### config.mk
export PLATFORM = sky130hd
export DESIGN_NAME = key_debounce_multi
export DESIGN_NICKNAME = d
export VERILOG_FILES = /design/src/rtl/key_pkg.sv /design/src/rtl/key_debounce_ch.sv /design/src/rtl/key_debounce_multi.sv
export SDC_FILE = /design/constraint.sdc
export NUM_CORES = 1
export LEC_CHECK = 0
export ABC_AREA = 1
export BUFFER_PORTS_ARGS = -buffer_cell sky130_fd_sc_hd__buf_2
export CAP_MARGIN = 20
export CORE_MARGIN = 2
export CORE_UTILIZATION = 51
export CTS_BUF_LIST = sky130_fd_sc_hd__clkbuf_4 sky130_fd_sc_hd__clkbuf_8
export DETAILED_ROUTE_END_ITERATION = 12
export PLACE_DENSITY = 0.7
export SYNTH_ARGS = -nofsm -noshare
export SYNTH_HDL_FRONTEND = slang
export SYNTH_HIERARCHICAL = 1
export SYNTH_SLANG_ARGS = --single-unit
### constraint.sdc
create_clock -name sys_clk -period 3.1 [get_ports sys_clk]
set_input_delay 0.93 -clock sys_clk [delete_from_list [all_inputs] [get_ports sys_clk]]
set_output_delay 0.93 -clock sys_clk [all_outputs]
set_load 0.02 [all_outputs]
### src/rtl/key_pkg.sv
// key_pkg: shared types and helpers for the multi-channel key debouncer.
//   key_state_e : per-channel FSM state encoding
//   max3        : maximum of three values, used to size the shared counters
package key_pkg;

    // Per-channel conditioner state
    typedef enum logic [2:0] {
        RELEASED = 3'd0,
        PRESS_DB = 3'd1,
        HELD     = 3'd2,
        LONG     = 3'd3,
        REL_DB   = 3'd4
    } key_state_e;

    // Largest of three cycle counts; evaluated at elaboration time
    function automatic int unsigned max3(
        input int unsigned a,
        input int unsigned b,
        input int unsigned c
    );
        int unsigned m;
        m = a;
        if (b > m) m = b;
        if (c > m) m = c;
        return m;
    endfunction

endpackage

### src/rtl/key_debounce_ch.sv
// key_debounce_ch: one key channel -- 2-flop synchroniser, debounce FSM,
// hold counter for long-press and auto-repeat events.
// Ports:
//   clk, rst_n   : clock, asynchronous active-low reset
//   key_in       : raw asynchronous key pin
//   key_status   : debounced level, 1 = pressed
//   key_press    : 1-cycle pulse on accepted press
//   key_release  : 1-cycle pulse on accepted release
//   key_long     : 1-cycle pulse when the hold reaches LONG_CYCLES
//   key_repeat   : 1-cycle pulse every REPEAT_CYCLES while long-held
module key_debounce_ch
    import key_pkg::*;
#(
    parameter int unsigned DEBOUNCE_CYCLES = 1_000_000,
    parameter int unsigned LONG_CYCLES     = 50_000_000,
    parameter int unsigned REPEAT_CYCLES   = 10_000_000,
    parameter logic        PRESS_LEVEL     = 1'b0
) (
    input  logic clk,
    input  logic rst_n,
    input  logic key_in,
    output logic key_status,
    output logic key_press,
    output logic key_release,
    output logic key_long,
    output logic key_repeat
);

    localparam int unsigned CNT_MAX   = max3(DEBOUNCE_CYCLES, LONG_CYCLES, REPEAT_CYCLES);
    localparam int unsigned CNT_W     = $clog2(CNT_MAX + 1);
    localparam logic [CNT_W-1:0] DB_END   = CNT_W'(DEBOUNCE_CYCLES);
    localparam logic [CNT_W-1:0] LONG_END = CNT_W'(LONG_CYCLES);
    localparam logic [CNT_W-1:0] REP_END  = CNT_W'(REPEAT_CYCLES);
    localparam logic [CNT_W-1:0] CNT_ONE  = CNT_W'(1);
    localparam logic             REPEAT_EN = (REPEAT_CYCLES != 0);

    // Synchroniser idles at the released level so a key held through reset
    // is seen as a fresh press.
    logic sync_q1;
    logic sync_q2;

    always_ff @(posedge clk or negedge rst_n) begin
        if (!rst_n) begin
            sync_q1 <= ~PRESS_LEVEL;
            sync_q2 <= ~PRESS_LEVEL;
        end else begin
            sync_q1 <= key_in;
            sync_q2 <= sync_q1;
        end
    end

    logic pressed;
    assign pressed = (sync_q2 == PRESS_LEVEL);

    key_state_e       state_q, state_d;
    logic [CNT_W-1:0] db_cnt_q, db_cnt_d;
    logic [CNT_W-1:0] hold_cnt_q, hold_cnt_d;
    logic             was_long_q, was_long_d;
    logic             status_d, press_d, release_d, long_d, repeat_d;

    // Saturating increments; counters never wrap
    logic [CNT_W-1:0] db_inc;
    logic [CNT_W-1:0] hold_inc;
    logic             long_hit;
    logic             rep_hit;

    assign db_inc   = (db_cnt_q   == '1) ? db_cnt_q   : db_cnt_q   + CNT_ONE;
    assign hold_inc = (hold_cnt_q == '1) ? hold_cnt_q : hold_cnt_q + CNT_ONE;
    // Thresholds are tested on the incremented value so the event lands
    // exactly N cycles after the counter was cleared.
    assign long_hit = (hold_inc == LONG_END);
    assign rep_hit  = REPEAT_EN && (hold_inc == REP_END);

    // State, counters and registered outputs
    always_ff @(posedge clk or negedge rst_n) begin
        if (!rst_n) begin
            state_q     <= RELEASED;
            db_cnt_q    <= '0;
            hold_cnt_q  <= '0;
            was_long_q  <= 1'b0;
            key_status  <= 1'b0;
            key_press   <= 1'b0;
            key_release <= 1'b0;
            key_long    <= 1'b0;
            key_repeat  <= 1'b0;
        end else begin
            state_q     <= state_d;
            db_cnt_q    <= db_cnt_d;
            hold_cnt_q  <= hold_cnt_d;
            was_long_q  <= was_long_d;
            key_status  <= status_d;
            key_press   <= press_d;
            key_release <= release_d;
            key_long    <= long_d;
            key_repeat  <= repeat_d;
        end
    end

    // Next-state and next-output logic
    always_comb begin
        state_d    = state_q;
        db_cnt_d   = db_cnt_q;
        hold_cnt_d = hold_cnt_q;
        was_long_d = was_long_q;
        status_d   = key_status;
        press_d    = 1'b0;
        release_d  = 1'b0;
        long_d     = 1'b0;
        repeat_d   = 1'b0;

        unique case (state_q)
            RELEASED: begin
                if (pressed) begin
                    state_d  = PRESS_DB;
                    db_cnt_d = CNT_ONE;
                end
            end

            PRESS_DB: begin
                if (!pressed) begin
                    state_d  = RELEASED;
                    db_cnt_d = '0;
                end else if (db_cnt_q == DB_END) begin
                    state_d    = HELD;
                    db_cnt_d   = '0;
                    hold_cnt_d = '0;
                    status_d   = 1'b1;
                    press_d    = 1'b1;
                end else begin
                    db_cnt_d = db_inc;
                end
            end

            HELD: begin
                if (!pressed) begin
                    state_d    = REL_DB;
                    db_cnt_d   = CNT_ONE;
                    was_long_d = 1'b0;
                end else if (long_hit) begin
                    state_d    = LONG;
                    hold_cnt_d = '0;
                    long_d     = 1'b1;
                end else begin
                    hold_cnt_d = hold_inc;
                end
            end

            LONG: begin
                if (!pressed) begin
                    state_d    = REL_DB;
                    db_cnt_d   = CNT_ONE;
                    was_long_d = 1'b1;
                end else if (rep_hit) begin
                    hold_cnt_d = '0;
                    repeat_d   = 1'b1;
                end else if (REPEAT_EN) begin
                    hold_cnt_d = hold_inc;
                end
            end

            REL_DB: begin
                // hold_cnt is frozen here; a bounce back resumes counting
                // from where the hold left off.
                if (pressed) begin
                    db_cnt_d = '0;
                    if (was_long_q) begin
                        state_d = LONG;
                        if (rep_hit) begin
                            hold_cnt_d = '0;
                            repeat_d   = 1'b1;
                        end else if (REPEAT_EN) begin
                            hold_cnt_d = hold_inc;
                        end
                    end else begin
                        state_d = HELD;
                        if (long_hit) begin
                            state_d    = LONG;
                            hold_cnt_d = '0;
                            long_d     = 1'b1;
                        end else begin
                            hold_cnt_d = hold_inc;
                        end
                    end
                end else if (db_cnt_q == DB_END) begin
                    state_d    = RELEASED;
                    db_cnt_d   = '0;
                    hold_cnt_d = '0;
                    status_d   = 1'b0;
                    release_d  = 1'b1;
                end else begin
                    db_cnt_d = db_inc;
                end
            end

            default: begin
                state_d    = RELEASED;
                db_cnt_d   = '0;
                hold_cnt_d = '0;
                status_d   = 1'b0;
            end
        endcase
    end

endmodule

### src/rtl/key_debounce_multi.sv
// key_debounce_multi: NUM_KEYS independent push-button conditioners.
// Ports:
//   sys_clk      : system clock, rising edge
//   sys_rst      : asynchronous active-low reset
//   key_in       : raw asynchronous key pins
//   key_status   : debounced levels, 1 = pressed
//   key_press    : per-key 1-cycle pulse on accepted press
//   key_release  : per-key 1-cycle pulse on accepted release
//   key_long     : per-key 1-cycle pulse on long-press
//   key_repeat   : per-key 1-cycle auto-repeat pulse while long-held
module key_debounce_multi #(
    parameter int unsigned NUM_KEYS        = 4,
    parameter int unsigned DEBOUNCE_CYCLES = 1_000_000,
    parameter int unsigned LONG_CYCLES     = 50_000_000,
    parameter int unsigned REPEAT_CYCLES   = 10_000_000,
    parameter logic        PRESS_LEVEL     = 1'b0
) (
    input  logic                sys_clk,
    input  logic                sys_rst,
    input  logic [NUM_KEYS-1:0] key_in,
    output logic [NUM_KEYS-1:0] key_status,
    output logic [NUM_KEYS-1:0] key_press,
    output logic [NUM_KEYS-1:0] key_release,
    output logic [NUM_KEYS-1:0] key_long,
    output logic [NUM_KEYS-1:0] key_repeat
);

    // One fully independent conditioner per key pin
    for (genvar i = 0; i < NUM_KEYS; i++) begin : g_ch
        key_debounce_ch #(
            .DEBOUNCE_CYCLES (DEBOUNCE_CYCLES),
            .LONG_CYCLES     (LONG_CYCLES),
            .REPEAT_CYCLES   (REPEAT_CYCLES),
            .PRESS_LEVEL     (PRESS_LEVEL)
        ) u_ch (
            .clk         (sys_clk),
            .rst_n       (sys_rst),
            .key_in      (key_in[i]),
            .key_status  (key_status[i]),
            .key_press   (key_press[i]),
            .key_release (key_release[i]),
            .key_long    (key_long[i]),
            .key_repeat  (key_repeat[i])
        );
    end

endmodule

==> metrics.yaml, run 1 <==
cells_and_area:
  final_core_util: 0.569
  nFillCells: 3991
  area_growth_pct: 10.4
  drive_gt1_frac: 0.102
  fin_area_um2: 22600
  nets: 3399
  diodes: 0
  layout.cells.non_filler: 3944
die:
  dieArea_um2: 41800
  rows: 73
  start_util: 0.516
  core-area_um2: 39700
  fp.dieH_um: 204
  die_w_um: 204
  ios: 26
power_and_ir_drop:
  p_sw_mw: 5.36
  p_seq_frac: 0.318
  p_int_mw: 7.14
  powerDensity_nw_per_um2: 552
  p_leak_nw: 10.2
  power_frac_comb: 0.382
  ir_worst_vdd_v: 0.000299
  switching_share: 0.429
  p_clk_frac: 0.300
timing:
  timing.final.crit_share: 0.950
  max_freq_ghz: 0.340
  skew_ns: 0.0223
  tightest_slew_ns: 0.731
  slew_headroom: 0.511
  finalWorstSetupSlack_ns: 0.156
  rsz0062_at_grt: "false"
  finalSetupTns_ns: 0
  fin_crit_ns: 2.94
  finalSetupViolCount: 0
  maxSlewViolCount: 0
  hold_viol: 0
logic_synthesis:
  syn_area_um2: 20500
  syn_area_per_cell_um2: 6.18
  ys_seq_area_frac: 0.308
  synth_cells: 3316
  postSynthNetCount: 3334
  synth_cell_types: 59
  ys.warnings.count: 6
  ys_seq_elements: 252
setup_path:
  cp_num_buf_inv: 0
  cpMaxStageDelayCell: "dfrtp_1"
  end_kind: "flop"
  cp-start-kind: "flop"
  rrSetupSlack_ns: 0.16
  cp_cell_sequence: "ha_1 -> nand2_2 -> nor2_4 -> nand2_2 -> nor2_4 -> nand2_8 -> nand2_1 -> o21ai_1 -> nor2_1 -> nand3_1 -> nor2_1 -> nand3_2 -> nand3_2 -> nand2_4 -> nand2_1 -> nand2_1 -> nand2_1 -> nand2_1"
  crit_path_frequent_cell: "nand2_1"
  worstReg2RegStart: "g_ch[0].u_ch/hold_cnt_q[1]$_DFFE_PN0P_"
  critPathLaunch: "g_ch[0].u_ch/hold_cnt_q[1]$_DFFE_PN0P_"
  cp_slowest_stage_delay_ns: 0.40
  required_ns: 3.63
  crit_type: "flop to flop"
  path_delay_family: "simple AND/OR/NAND/NOR gates"
  crit_fanout: 23
  crit_arrival_ns: 3.47
place:
  dp.cells: 3857
  place_hpwl_um: 46200
  post-place-ws_ns: 0.0952
  placed_area_um2: 21500
  finalWeightedCongestion: 1.02
  io_buffers: 25
job:
  max_cap_viol_count: 0
global_route:
  use_met3: 0.0576
  gr-usage-all-layers: 0.302
  overflow: 0
  use_met1: 0.417
  grt_most_used_layer: "met2"
  grt_max_degree: 72
  grt_antenna_before_repair: 0
  grt_pass1_vias: 21000
  gr-usage-met2: 0.470
  grt_pass1_wl_um: 104000
clock_tree:
  cts.clk_slew.worst_paths_ns: 0.06
  cts_buffers: 47
  ctsHoldBuffers: 0
  clock_latency_ns: 0.64
  clockBufferDepth: 3
  cts_tree: "done"
  htree_levels: 2
  numClockSinks: 252
  cts-root-buf: "clkbuf_8"
detailed_routing:
  wl_per_cell_um: 15.9
  routed_wl_um: 62700
  drc: 0
  firstDrtPassIters: 6
  num_vias: 22500
  drtIter0Drc: 2260
  detail-route-antenna-nets: 0
  via_per_inst: 5.71
hold_path:
  hold_class: "primary input to async pin"
outcome:
  status: "finished clean"
[cells in the mapped netlist (all sizes together)]
| cell | number | share of area |
|---|---|---|
| a32o | 1 | 0.00049 |
| o21bai | 3 | 0.0011 |
| o32ai | 4 | 0.0017 |
| o221ai | 5 | 0.0021 |
| xor2 | 46 | 0.020 |
| nand3b | 3 | 0.0011 |
| nor3b | 3 | 0.0011 |
| o21a | 3 | 0.0011 |
| a22oi | 4 | 0.0015 |
| o2111a | 1 | 0.00055 |
| a311oi | 1 | 0.00043 |
| o211ai | 36 | 0.013 |
| inv | 398 | 0.073 |
| nor4 | 31 | 0.0098 |
| o2111ai | 2 | 0.00086 |
| clkinv | 5 | 0.0010 |
| a21o | 2 | 0.00073 |
| o31ai | 6 | 0.0022 |
| a31oi | 4 | 0.0012 |
| nand3 | 317 | 0.082 |
| a21oi | 111 | 0.028 |
| dfstp | 8 | 0.010 |
| or2 | 8 | 0.0024 |
| dfrtp | 244 | 0.30 |
| nand2 | 1047 | 0.20 |
| o22ai | 13 | 0.0040 |
| nand4 | 91 | 0.028 |
| a31o | 1 | 0.00043 |
| buf | 39 | 0.012 |
| a211oi | 6 | 0.0022 |
| ha | 12 | 0.0073 |
| a221oi | 1 | 0.00043 |
| o311ai | 1 | 0.00043 |
| o21ai | 245 | 0.061 |
| clkbuf | 47 | 0.0087 |
| nor3 | 92 | 0.023 |
| xnor2 | 6 | 0.0026 |
| o211a | 2 | 0.00098 |
| o2bb2ai | 2 | 0.00086 |
| nor2 | 465 | 0.096 |
[metal layers]
layer  wire (µm)  share of wire
met1       28200           0.45
met5           0              0
met4        1840          0.029
met2       27500           0.44
met3        5100          0.081
[power by group through the flow]
stage               logic, mW  clock network (mW)  registers [mW]
CTS                      4.69                3.86            3.95
global placement         4.59                   0            4.00
global route             5.32                3.99            4.01
detailed placement       4.67                   0            4.01
finish                   4.78                3.75            3.97
floorplan                3.27                   0            3.87
[sequential cells by signal, summed over array words and instances (netlist names)]
register	flops
g_ch.u_ch/key_status	4
g_ch.u_ch/key_press	4
g_ch.u_ch/sync_q2	4
g_ch.u_ch/state_q	12
g_ch.u_ch/key_release	4
g_ch.u_ch/sync_q1	4
g_ch.u_ch/key_long	4
g_ch.u_ch/key_repeat	4
g_ch.u_ch/db_cnt_q	104
g_ch.u_ch/was_long_q	4
g_ch.u_ch/hold_cnt_q	104
[cell type report]
type	count	area (µm²)	area share
inverters	403	1520	0.0671
well taps	525	657	0.0290
clock buffers	73	898	0.0397
multi-input cells	2575	12300	0.543
clock inverters	14	178	0.00785
repair buffers	102	779	0.0345
flip-flops and latches	252	6320	0.279
[logic make-up after synthesis]
logic type	Yosys count	share of synthesized area
and+or+nand+nor	2057	0.441
buffers and inverters	489	0.0952
AOI/OAI and AO/OA	454	0.125
DFF	252	0.308
xor gates and xnor gates	52	0.0222
adders and majority gates	12	0.00733
[placed cells by master, fill, tap and decap left out, types with 9 or more instances in the layout]
master and instances:
nand2_1 1009, nor2_1 414, inv_1 376, nand3_1 303, dfrtp_1 243, o21ai_0 225
a21oi_1 108, nand4_1 91, nor3_1 89, buf_4 71, clkbuf_8 56, xor2_1 45
o211ai_1 36, nor2_2 31, nor4_1 30, nand2_2 29, buf_2 24, inv_2 21
nor2_4 19, clkbuf_4 17, o22ai_1 13, o21ai_1 12, nand3_2 11, ha_1 11
clkinv_2 9
[worst reg2reg max path, delay by kind of cell (launching register included)]
family | cells | cell delay, ns
AND/OR/NAND/NOR | 16 | 2.13
flip-flops | 1 | 0.40
adder cells (fa/ha/maj) | 1 | 0.20
AO/OA/AOI/OAI | 1 | 0.09
[per-stage QoR]
step / power, mW / hold WS, ns
floorplan: 7.14 / 0.345
CTS: 12.5 / 0.185
global route: 13.3 / 0.209
finish: 12.5 / 0.201
global placement: 8.59 / 0.347
detailed placement: 8.68 / 0.347
[path summary, 6_finish.rpt]
check,cells after the start,to
setup / recovery,18,g_ch[0].u_ch/hold_cnt_q[17]$_DFFE_PN0P_
min in group sys_clk,0,g_ch[1].u_ch/sync_q2$_DFF_PN1_
hold reg to reg,0,g_ch[1].u_ch/sync_q2$_DFF_PN1_
hold / removal,1,g_ch[0].u_ch/hold_cnt_q[19]$_DFFE_PN0P_
setup reg to reg,18,g_ch[0].u_ch/hold_cnt_q[17]$_DFFE_PN0P_
max in group asynchronous,2,g_ch[3].u_ch/hold_cnt_q[17]$_DFFE_PN0P_
[timing repair]
item / 4_1_cts / 5_1_grt
buffers inserted: 0 / 0
endpoints found under the setup margin: 0 / 44
endpoints found under the hold margin: 0 / 0
resized for setup: 0 / 15
No activity file was read; power rests on OpenSTA's default activity.
==> inputs of run 2 (changes only) <==
--- a/config.mk
+++ b/config.mk
@@ -8,6 +8,7 @@
 export ABC_AREA = 1
 export BUFFER_PORTS_ARGS = -buffer_cell sky130_fd_sc_hd__buf_2
 export CAP_MARGIN = 20
+export CORE_ASPECT_RATIO = 0.7
 export CORE_MARGIN = 2
 export CORE_UTILIZATION = 51
 export CTS_BUF_LIST = sky130_fd_sc_hd__clkbuf_4 sky130_fd_sc_hd__clkbuf_8
==> run 2 against run 1 <==
Final area barely moved. Wire length rose by 7.7%. Worst hold slack improved by 0.077 ns. Sequential share of layout area barely moved. Combinational power rose by 3%. Critical path depth fell by 1. First-iteration DRC count rose by 26%. Global-route usage rose by 2.0 points. Sequential power barely moved. Non-clock buffer count rose by 14. Register-to-register slack improved by 0.04 ns. Sequential cell count did not move. Critical path type unchanged. Critical endpoint is now g_ch[1].u_ch/hold_cnt_q[14]$_DFFE_PN0P_.
==> metrics.yaml, run 2 (synthesis results as in run 1) <==
outcome:
  status: "finished clean"
clock_tree:
  ctsHoldBuffers: 0
  cts_buffers: 44
  cts.clk_slew.worst_paths_ns: 0.07
  clockBufferDepth: 3
  cts-root-buf: "clkbuf_8"
  htree_levels: 2
  cts_tree: "done"
  clock_latency_ns: 0.60
  numClockSinks: 252
detailed_routing:
  num_vias: 22800
  drc: 0
  drtIter0Drc: 2858
  firstDrtPassIters: 6
  routed_wl_um: 67500
  wl_per_cell_um: 17.1
  via_per_inst: 5.76
  detail-route-antenna-nets: 0
cells_and_area:
  top_regs: "g_ch.u_ch/db_cnt_q x104, g_ch.u_ch/hold_cnt_q x104, g_ch.u_ch/state_q x12"
  final_core_util: 0.570
  layout_common_cells: "nand2_1 (1008), nor2_1 (414), inv_1 (375), nand3_1 (302), dfrtp_1 (242)"
  area_growth_pct: 10.4
  diodes: 0
  drive_gt1_frac: 0.105
  layout_commonest_cell: "nand2_1"
  nets: 3410
die:
  dieArea_um2: 41800
  die_w_um: 244
  start_util: 0.516
  ios: 26
  core-area_um2: 39700
  rows: 61
  fp.dieH_um: 172
timing:
  skew_ns: 0.0325
  maxSlewViolCount: 0
  rsz0062_at_grt: "false"
  timing.final.crit_share: 0.937
  finalWorstSetupSlack_ns: 0.196
  finalSetupTns_ns: 0
  finalSetupViolCount: 0
  max_freq_ghz: 0.344
  slew_headroom: 0.376
  tightest_slew_ns: 0.927
  fin_crit_ns: 2.90
  hold_viol: 0
  fin_hold_ws_ns: 0.278
setup_path:
  crit_fanout: 12
  cp-start-kind: "flop"
  end_kind: "flop"
  crit_cells: 17
  path_delay_family: "simple AND/OR/NAND/NOR gates"
  crit_type: "flop to flop"
  rrSetupSlack_ns: 0.20
  crit_arrival_ns: 3.36
  required_ns: 3.56
  cp_slowest_stage_delay_ns: 0.37
  cpMaxStageDelayCell: "dfrtp_1"
  cp_num_buf_inv: 1
  worstReg2RegStart: "g_ch[1].u_ch/hold_cnt_q[0]$_DFFE_PN0P_"
  cp_cell_sequence: "ha_1 -> nand2_2 -> nor2_4 -> nand2_2 -> nor2_4 -> nand2_2 -> buf_4 -> nand2_2 -> nand2_1 -> nor2_1 -> nand2_2 -> nor2_4 -> nand3_2 -> nand3_2 -> nand2_4 -> nand3_1 -> nand3_1"
  r2r-end: "g_ch[1].u_ch/hold_cnt_q[14]$_DFFE_PN0P_"
  reg2reg_depth: 17
  crit_path_frequent_cell: "nand2_2"
power_and_ir_drop:
  ir_worst_vdd_v: 0.000379
  p_leak_nw: 10.2
  powerDensity_nw_per_um2: 537
place:
  finalWeightedCongestion: 1.02
  post-place-ws_ns: 0.0686
  place_hpwl_um: 50900
  io_buffers: 25
job:
  max_cap_viol_count: 0
global_route:
  gr-usage-all-layers: 0.323
  grt_antenna_before_repair: 0
  grt_pass1_vias: 20600
  grt_pass1_wl_um: 109000
  grt_max_degree: 54
  overflow: 0
hold_path:
  hold_class: "primary input to async pin"
run 2: what timing repair did:
action                                  in CTS  in global routing
setup buffers                                0                  0
endpoints found under the setup margin       0                 61
resized for setup                            0                 20
run 2: how the worst max path moves through the flow:
stage | from | to | slack, ns
6_report | g_ch[1].u_ch/hold_cnt_q[0]$_DFFE_PN0P_ | g_ch[1].u_ch/hold_cnt_q[14]$_DFFE_PN0P_ | 0.20
5_1_grt | g_ch[0].u_ch/hold_cnt_q[1]$_DFFE_PN0P_ | g_ch[0].u_ch/hold_cnt_q[18]$_DFFE_PN0P_ | 0.0002
4_1_cts | g_ch[3].u_ch/hold_cnt_q[0]$_DFFE_PN0P_ | g_ch[3].u_ch/hold_cnt_q[23]$_DFFE_PN0P_ | 0.04
3_5_place_dp | g_ch[3].u_ch/hold_cnt_q[0]$_DFFE_PN0P_ | g_ch[3].u_ch/hold_cnt_q[23]$_DFFE_PN0P_ | 0.07
3_3_place_gp | g_ch[3].u_ch/hold_cnt_q[0]$_DFFE_PN0P_ | g_ch[3].u_ch/hold_cnt_q[23]$_DFFE_PN0P_ | 0.16
2_1_floorplan | g_ch[0].u_ch/hold_cnt_q[0]$_DFFE_PN0P_ | g_ch[0].u_ch/hold_cnt_q[21]$_DFFE_PN0P_ | 0.65
run 2: layer usage:
layer / share of wire / routed length (µm) / GRT usage
met5: 0 / 0 / 0
met4: 0.015 / 1030 / 0.0679
met3: 0.11 / 7590 / 0.0716
met2: 0.39 / 26200 / 0.444
met1: 0.48 / 32700 / 0.506
run 2: area by class of cell:
class                   instances  area, µm²
fillers                      3934      17100
inverters                     403       1520
clock inverters                 8       42.5
repair buffers                116        893
flip-flops and latches        252       6320
well taps                     535        669
clock buffers                  71        877
multi-input cells            2575      12300
run 2: stage by stage:
step           std cells  total power, mW  instance area (µm²)
3_3_place_gp        3880             8.67                21600
3_5_place_dp        3881             8.76                21600
6_report            3960             12.1                22600
4_1_cts             3960             12.1                22500
5_1_grt             3960             13.0                22600
2_1_floorplan       3316             7.14                20500
run 2: power by group:
group / leakage, nW / switching (mW) / internal, mW
combinational: 6.22 / 3.54 / 1.36
sequential: 3.44 / 0.388 / 3.59
clock: 0.497 / 1.48 / 1.79
